[src/rtl/evm_vote_controller.sv]
// EVM ballot controller: one-hot vote capture, per-candidate saturating tallies,
// post-vote lockout with button-release interlock, and sealed result readout.
module evm_vote_controller #(
   parameter int unsigned NUM_CANDIDATES = 4,
   parameter int unsigned COUNT_W        = 8,
   parameter int unsigned LOCKOUT_CYCLES = 4,
   parameter int unsigned SEL_W          = $clog2(NUM_CANDIDATES)
) (
   input  logic                       clk,
   input  logic                       reset,
   input  logic                       control,
   input  logic                       mode,
   input  logic [NUM_CANDIDATES-1:0]  push,
   input  logic                       voter_eligible,
   input  logic                       officer_id_status,
   input  logic [SEL_W-1:0]           result_sel,
   output logic                       status_led,
   output logic                       vote_valid,
   output logic [SEL_W-1:0]           vote_party,
   output logic                       multi_press_err,
   output logic                       sealed,
   output logic [COUNT_W-1:0]         result_count,
   output logic [COUNT_W+SEL_W-1:0]   total_votes
);

   localparam int unsigned TOTAL_W = COUNT_W + SEL_W;
   localparam int unsigned LOCK_W  = (LOCKOUT_CYCLES > 1) ? $clog2(LOCKOUT_CYCLES) : 1;
   localparam int unsigned PC_W    = $clog2(NUM_CANDIDATES + 1);

   localparam logic [COUNT_W-1:0] TALLY_MAX = '1;
   localparam logic [TOTAL_W-1:0] TOTAL_MAX = '1;
   localparam logic [LOCK_W-1:0]  LOCK_LAST = LOCK_W'(LOCKOUT_CYCLES - 1);

   typedef enum logic [2:0] {
      S_CHECK   = 3'd0,
      S_IDLE    = 3'd1,
      S_CAST    = 3'd2,
      S_LOCKOUT = 3'd3,
      S_RELEASE = 3'd4,
      S_SEAL    = 3'd5
   } state_t;

   state_t              state_q;
   state_t              state_n;
   logic [LOCK_W-1:0]   lock_cnt_q;
   logic [LOCK_W-1:0]   lock_cnt_n;
   logic [COUNT_W-1:0]  tally_q [NUM_CANDIDATES];

   logic [PC_W-1:0]     press_cnt;
   logic [SEL_W-1:0]    press_idx;
   logic                accept;
   logic                multi_n;
   logic                led_n;
   logic                vv_n;
   logic [SEL_W-1:0]    party_n;
   logic                sealed_n;
   logic [COUNT_W-1:0]  rc_n;

   // Count pressed buttons and locate the pressed one (meaningful when exactly one)
   always_comb begin
      press_cnt = '0;
      press_idx = '0;
      for (int i = 0; i < int'(NUM_CANDIDATES); i++) begin
         if (push[i]) begin
            press_cnt = press_cnt + PC_W'(1);
            press_idx = SEL_W'(i);
         end
      end
   end

   // Next-state and next-output logic
   always_comb begin
      state_n    = state_q;
      lock_cnt_n = lock_cnt_q;
      accept     = 1'b0;
      multi_n    = 1'b0;

      case (state_q)
         S_CHECK: begin
            if (mode && control && officer_id_status) begin
               state_n = S_IDLE;
            end
         end
         S_IDLE: begin
            if (!mode) begin
               state_n = S_SEAL;
            end else if (voter_eligible && officer_id_status) begin
               if (press_cnt == PC_W'(1)) begin
                  accept  = 1'b1;
                  state_n = S_CAST;
               end else if (press_cnt > PC_W'(1)) begin
                  multi_n = 1'b1;
               end
            end
         end
         S_CAST: begin
            lock_cnt_n = '0;
            state_n    = S_LOCKOUT;
         end
         S_LOCKOUT: begin
            if (lock_cnt_q == LOCK_LAST) begin
               state_n = S_RELEASE;
            end else begin
               lock_cnt_n = lock_cnt_q + LOCK_W'(1);
            end
         end
         S_RELEASE: begin
            // A still-held button must be let go before the next voter is served
            if (push == '0) begin
               state_n = S_IDLE;
            end
         end
         S_SEAL: begin
            state_n = S_SEAL;
         end
         default: begin
            state_n = S_CHECK;
         end
      endcase

      led_n    = (state_n == S_IDLE);
      vv_n     = accept;
      party_n  = accept ? press_idx : '0;
      sealed_n = (state_n == S_SEAL);

      rc_n = '0;
      if (state_n == S_SEAL) begin
         for (int i = 0; i < int'(NUM_CANDIDATES); i++) begin
            if (result_sel == SEL_W'(i)) begin
               rc_n = tally_q[i];
            end
         end
      end
   end

   // State register, lockout counter and registered outputs
   always_ff @(posedge clk) begin
      if (!reset) begin
         state_q         <= S_CHECK;
         lock_cnt_q      <= '0;
         status_led      <= 1'b0;
         vote_valid      <= 1'b0;
         vote_party      <= '0;
         multi_press_err <= 1'b0;
         sealed          <= 1'b0;
         result_count    <= '0;
      end else begin
         state_q         <= state_n;
         lock_cnt_q      <= lock_cnt_n;
         status_led      <= led_n;
         vote_valid      <= vv_n;
         vote_party      <= party_n;
         multi_press_err <= multi_n;
         sealed          <= sealed_n;
         result_count    <= rc_n;
      end
   end

   // Saturating per-candidate tallies, bumped on the edge a vote is accepted
   always_ff @(posedge clk) begin
      if (!reset) begin
         for (int i = 0; i < int'(NUM_CANDIDATES); i++) begin
            tally_q[i] <= '0;
         end
      end else begin
         for (int i = 0; i < int'(NUM_CANDIDATES); i++) begin
            if (accept && (press_idx == SEL_W'(i)) && (tally_q[i] != TALLY_MAX)) begin
               tally_q[i] <= tally_q[i] + COUNT_W'(1);
            end
         end
      end
   end

   // Saturating grand total of accepted votes
   always_ff @(posedge clk) begin
      if (!reset) begin
         total_votes <= '0;
      end else if (accept && (total_votes != TOTAL_MAX)) begin
         total_votes <= total_votes + TOTAL_W'(1);
      end
   end

endmodule

[config.mk]
export PLATFORM = sky130hd
export DESIGN_NAME = evm_vote_controller
export DESIGN_NICKNAME = d
export VERILOG_FILES = /design/src/rtl/evm_vote_controller.sv
export SDC_FILE = /design/constraint.sdc
export NUM_CORES = 1
export LEC_CHECK = 0
export BUFFER_PORTS_ARGS = -buffer_cell sky130_fd_sc_hd__clkbuf_2
export CAP_MARGIN = 25
export CORE_ASPECT_RATIO = 1.25
export CORE_MARGIN = 2
export CORE_UTILIZATION = 35
export DETAILED_ROUTE_END_ITERATION = 10
export PLACE_DENSITY_LB_ADDON = 0.3
export SLEW_MARGIN = 20
export SYNTH_ARGS = -nofsm -noshare
export SYNTH_HDL_FRONTEND = slang
export SYNTH_SLANG_ARGS = --single-unit
[constraint.sdc]
create_clock -name clk -period 4 [get_ports clk]
set_input_delay 0.8 -clock clk [delete_from_list [all_inputs] [get_ports clk]]
set_output_delay 0.8 -clock clk [all_outputs]
set_load 0.005 [all_outputs]
# Yosys cells after proc, flatten, opt, wreduce, memory -nomap -nowiden
# Memories as Yosys holds them, arrays and structs flattened.
# Cells that the tools add are included.
[totals]
ff_bits = 29
ram_bits = 32
input_bits = 12
out_inout_bits = 24
word_cells = 112
memories = 1
[mem_list]
columns = ["memory", "depth", "word_bits", "rd", "rd_clocked_by_memory_dff", "wr", "line_no", "text"]
rows = [
  ["tally_q", 4, 8, 4, 0, 4, "47", "logic [COUNT_W-1:0] tally_q [NUM_CANDIDATES];"],
]
[classes]
n_addsub = 9
magnitude_cmp = 1
eq_ne = 21
n_mux = 42
bitwise_logic = 8
reduce_logical = 21
[ops]
columns = ["op", "n"]
rows = [
  ["two-way mux 8 bit", 8],
  ["adder 8 x 1 -> 8 bit (second input constant)", 4],
  ["inequality test 8 bit (second input constant)", 4],
  ["two-way mux 3 bit", 9],
  ["two-way mux 1 bit", 20],
  ["case mux 3 bit (6 select lines)", 1],
  ["logical AND 1 bit", 12],
  ["adder 10 x 1 -> 10 bit (second input constant)", 1],
  ["== test 2 bit (second input constant)", 5],
  ["inequality test 10 bit (second input constant)", 1],
  ["adder 3 x 1 -> 3 bit (second input constant)", 3],
  ["== test 3 x 1 -> 1 bit (second input constant)", 3],
  ["== test 3 bit (second input constant)", 3],
  ["== test 3 x 2 -> 1 bit (second input constant)", 2],
  ["two-way mux 2 bit", 3],
  ["AND reduction 2 bit", 3],
  ["OR reduction 5 bit", 1],
  ["== test 2 x 1 -> 1 bit (second input constant)", 2],
  ["logical NOT 2 bit", 2],
  ["logical NOT 4 bit", 1],
  ["NOT 1 bit", 4],
  ["OR 1 bit", 4],
  ["case mux 2 bit (2 select lines)", 1],
  ["> comparator 3 x 1 -> 1 bit (second input constant)", 1],
  ["4 further kinds", 4],
]

# Depth between registers and ports, before layout
[logic_depth]
depth_word = 18
mapped_depth = 11

# Least setup slack after synthesis
# Ideal clock, no wire load.
[synth_timing]
kind = "input-to-reg"
start = "in push[0]"
end = "mem tally_q[1][0], enable pin"
setup_ns = 0.384
arrival_ns = 2.934
path_slack_ns = 0.682
path_stages = 8
cell_sequence = "ha_1 or2_1 and2_1 ha_1 and2_1 a31oi_1 nand3_1 o21ai_0"
[synth_rtl]
columns = ["element", "line_no", "text"]
rows = [
  ["from (decl)", "13", "input logic [NUM_CANDIDATES-1:0] push,"],
  ["to (decl)", "47", ""],
]

# Worst setup path in the final report
[layout_timing]
start = "in push[1]"
end = "reg total_votes[8]"
[layout_via]
elab_chain_len = 11
[layout_rtl]
columns = ["element", "line_no", "text"]
rows = [
  ["two-way mux 3 bit (*)", "64", "if (push[i]) begin"],
  ["adder 3 x 1 -> 3 bit", "65", "press_cnt = press_cnt + PC_W'(1);"],
  ["two-way mux 3 bit (*)", "64", ""],
  ["adder 3 x 1 -> 3 bit", "65", ""],
  ["two-way mux 3 bit (*)", "64", ""],
  ["== test 3 x 1 -> 1 bit (*)", "88", "if (press_cnt == PC_W'(1)) begin"],
  ["two-way mux 1 bit (*)", "88", ""],
  ["two-way mux 1 bit (*)", "87", "end else if (voter_eligible && officer_id_status) begin"],
  ["two-way mux 1 bit (*)", "85", "if (!mode) begin"],
  ["two-way mux 1 bit (*)", "78", "case (state_q)"],
  ["logical AND 1 bit (*)", "178", "end else if (accept && (total_votes != TOTAL_MAX)) begin"],
  ["to (signal assigned)", "179", "total_votes <= total_votes + TOTAL_W'(1);"],
  ["to (decl)", "23", "output logic [COUNT_W+SEL_W-1:0] total_votes"],
]
# Every way passes the cells marked *; elsewhere a longest branch is shown, timed or not.
# A chain may end at the register's enable or synchronous reset.

==> results.cfg <==
[run_status]
outcome = finished, final reports clean

[final_layout]
drive_gt1_share_pct = 19.8
final_cells = 469
nets = 366
n_antenna_cell = 0
synthToLayoutAreaGrowth_pct = 16.8
nFillCells = 874

[cts]
numCtsBuffers = 9
clk_pin_slew_ns = 0.07
post_cts.repair.setup_buffers = 0
cts_resized = 0
clk_path_buf_depth = 2
cts.sinks = 61
root_buffer = clkbuf_8
cts_hold_buf = 0
clock_tree.htree_level_count = 3
tritoncts = done
clk_latency_ns = 0.35

[synth]
synth_top_area_share_pct = 30.5
synth_area_leaders = edfxtp_1 31%, dfxtp_1 18%, mux4_2 5.7%, nor2_1 5.4%, xor2_1 4.4%
synth_top_cell_by_area = edfxtp_1
yosys_warnings = 0
netlist_area_sq_um = 3150
yosysSeqAreaShare_pct = 48.9
synth-async-reset-ratio_pct = 0
synth_cell_types = 47
ys_ff_latch = 61
yosys_most_used_dff = edfxtp_1
synthTopCellsByCount = 45 x nor2_1, 32 x edfxtp_1, 29 x dfxtp_1
synth_most_common_cell = nor2_1
synth_edf_count = 32
synthCells = 304
syn-num-nets = 326
syn_avg_cell_area_sq_um = 10.4

[global_routing]
grt_pass1_vias = 2331
overflow = 0
grt_usage_pct = 15.5
antenna_found_initial = 0
grt_max_degree = 18
grt_first_pass_wirelength_microns = 11500

[worst_setup_path]
start_kind = input port
path_delay_family = simple AND/OR/NAND/NOR gates
crit_chain = clkbuf_2, inv_1, ha_1, xor2_1, ha_1, and2_1, a31oi_1, nand4_2, or4_1, a21oi_1
endpoint_kind = register
cp.required_ns = 4.28
slowest_stage = or4_1
crit_type = in2reg
cp.buffers_inverters = 2
critPathMaxFanout = 17
max_stage_delay_ns = 0.58
cp_common_cell = ha_1
cp.arrival_ns = 3.43

[power]
p_clk_share_pct = 41.8
switching_power_mw = 0.324
vdd_drop_max_v = 0.000244
total_power_mw = 1.38
p_int_mw = 1.06
switching_share_pct = 23.4
power.density_nw_per_um2 = 376
p_leak_nw = 1.39
pwr-share-seq_pct = 50.2
p_comb_share_pct = 8.0

[place]
gp_congestion = 0.803
hpwl_microns = 4940
dp.cells = 453
port_buffers = 35

[sta]
fin_crit_sh_pct = 78.8
tightest_slew_ns = 0.474
fin_crit_ns = 3.15
finalSetupViolCount = 0
slew_headroom_pct = 68.3
final-hold-violation-count = 0
setup_tns_ns = 0
slew_viol_final = 0
finClkSkew_ns = 0.00855
max_freq_mhz = 317
rsz0062_at_grt = no

[floorplan]
core_sq_um = 8700
die-area_sq_um = 9780
rows = 38
die_height_microns = 110
die_w_microns = 88.9
ios = 36
start_util_pct = 36.2

[route]
ant_nets = 0
num_vias = 2339
routed_wirelength_microns = 6810
routedWlPerCell_microns = 14.5
first_iter_violations = 97
route.detailed.drc = 0
first_pass_iters = 4
via_per_inst = 4.99

[hold_path]
hp-class = reg2reg

[job]
maxCapViolations = 0
==> area by class of cell <==
class	count	area [sq um]	area share (%)
Multi-Input combinational cell	219	1520	41.2
Clock inverter	4	45.0	1.22
Inverter	13	48.8	1.33
Clock buffer	12	165	4.49
Sequential cell	61	1540	41.9
Timing Repair Buffer	40	213	5.78
Tap cell	120	150	4.08
==> power groups by stage <==
stage	sequential [mW]	clock, mW	combinational [mW]
after floorplan	0.703	0	0.0807
after global placement	0.708	0	0.110
after detailed placement	0.709	0	0.111
after CTS	0.695	0.592	0.112
after global routing	0.698	0.620	0.126
final	0.695	0.578	0.111
==> registers in the layout, summed over array words and instances (netlist names) <==
signal / cells
tally_q: 32
total_votes: 10
result_count: 8
state_q: 3
lock_cnt_q: 2
vote_party: 2
multi_press_err: 1
sealed: 1
status_led: 1
vote_valid: 1
==> through the flow <==
| stage | hold WS (ns) | instance area (sq um) | worst slack, ns | utilization [%] |
|---|---|---|---|---|
| floorplan | 0.436 | 3150 | 0.682 | - |
| global placement | 0.446 | 3470 | 0.578 | 39.9 |
| detailed placement | 0.453 | 3470 | 0.522 | 39.9 |
| CTS | 0.462 | 3680 | 0.877 | 42.3 |
| global route | 0.479 | 3680 | 0.636 | 42.3 |
| finish | 0.458 | 3680 | 0.850 | 42.3 |
==> worst reg2reg max path, stage by stage (launching register included) <==
cell     delay [ns]
dfxtp_1        0.36
ha_1           0.26
and3_1         0.19
nand4_1        0.12
nand4_2        0.36
or4_1          0.59
a21oi_1        0.14
==> cells by family (layout without fill, tap and decap cells) <==
group | Yosys count | after routing | share of synthesized area, %
xor gates and xnor gates | 28 | 28 | 8.46
AOI/OAI and AO/OA | 42 | 42 | 8.38
muxes | 9 | 9 | 6.04
and+or+nand+nor | 130 | 130 | 21.3
DFF | 61 | 61 | 48.9
buffers and inverters | 24 | 69 | 2.90
adders and majority gates | 10 | 10 | 3.97
==> placed cells by master, fill, tap and decap left out, types with 8 or more instances in the layout <==
| master | count |
|---|---|
| nand3_1 | 17 |
| ha_1 | 10 |
| clkbuf_8 | 12 |
| nor2_1 | 45 |
| o21ai_0 | 8 |
| edfxtp_1 | 32 |
| nor2b_1 | 11 |
| clkbuf_2 | 35 |
| nand2_1 | 20 |
| mux4_2 | 8 |
| xnor2_1 | 10 |
| inv_1 | 13 |
| a21oi_1 | 12 |
| xor2_1 | 16 |
| dfxtp_1 | 29 |
==> layer usage <==
| metal | wire length (microns) | GRT usage [%] | vias to the layer above |
|---|---|---|---|
| li1 | - | - | 1173 |
| met1 | 3010 | 18.5 | 1110 |
| met2 | 3410 | 26.1 | 44 |
| met3 | 246 | 4.54 | 12 |
| met4 | 146 | 5.84 | 0 |
| met5 | 0 | 0 | - |
==> path summary, 6_finish.rpt <==
kind                  start             end  slack (ns)  depth (start not counted)
max reg2reg  total_votes[0]  total_votes[8]        1.91                          6
max                 push[1]  total_votes[8]        0.85                         10
min           lock_cnt_q[1]   lock_cnt_q[1]        0.46                          2
min reg2reg   lock_cnt_q[1]   lock_cnt_q[1]        0.46                          2
(Power assumes the default switching activity.)
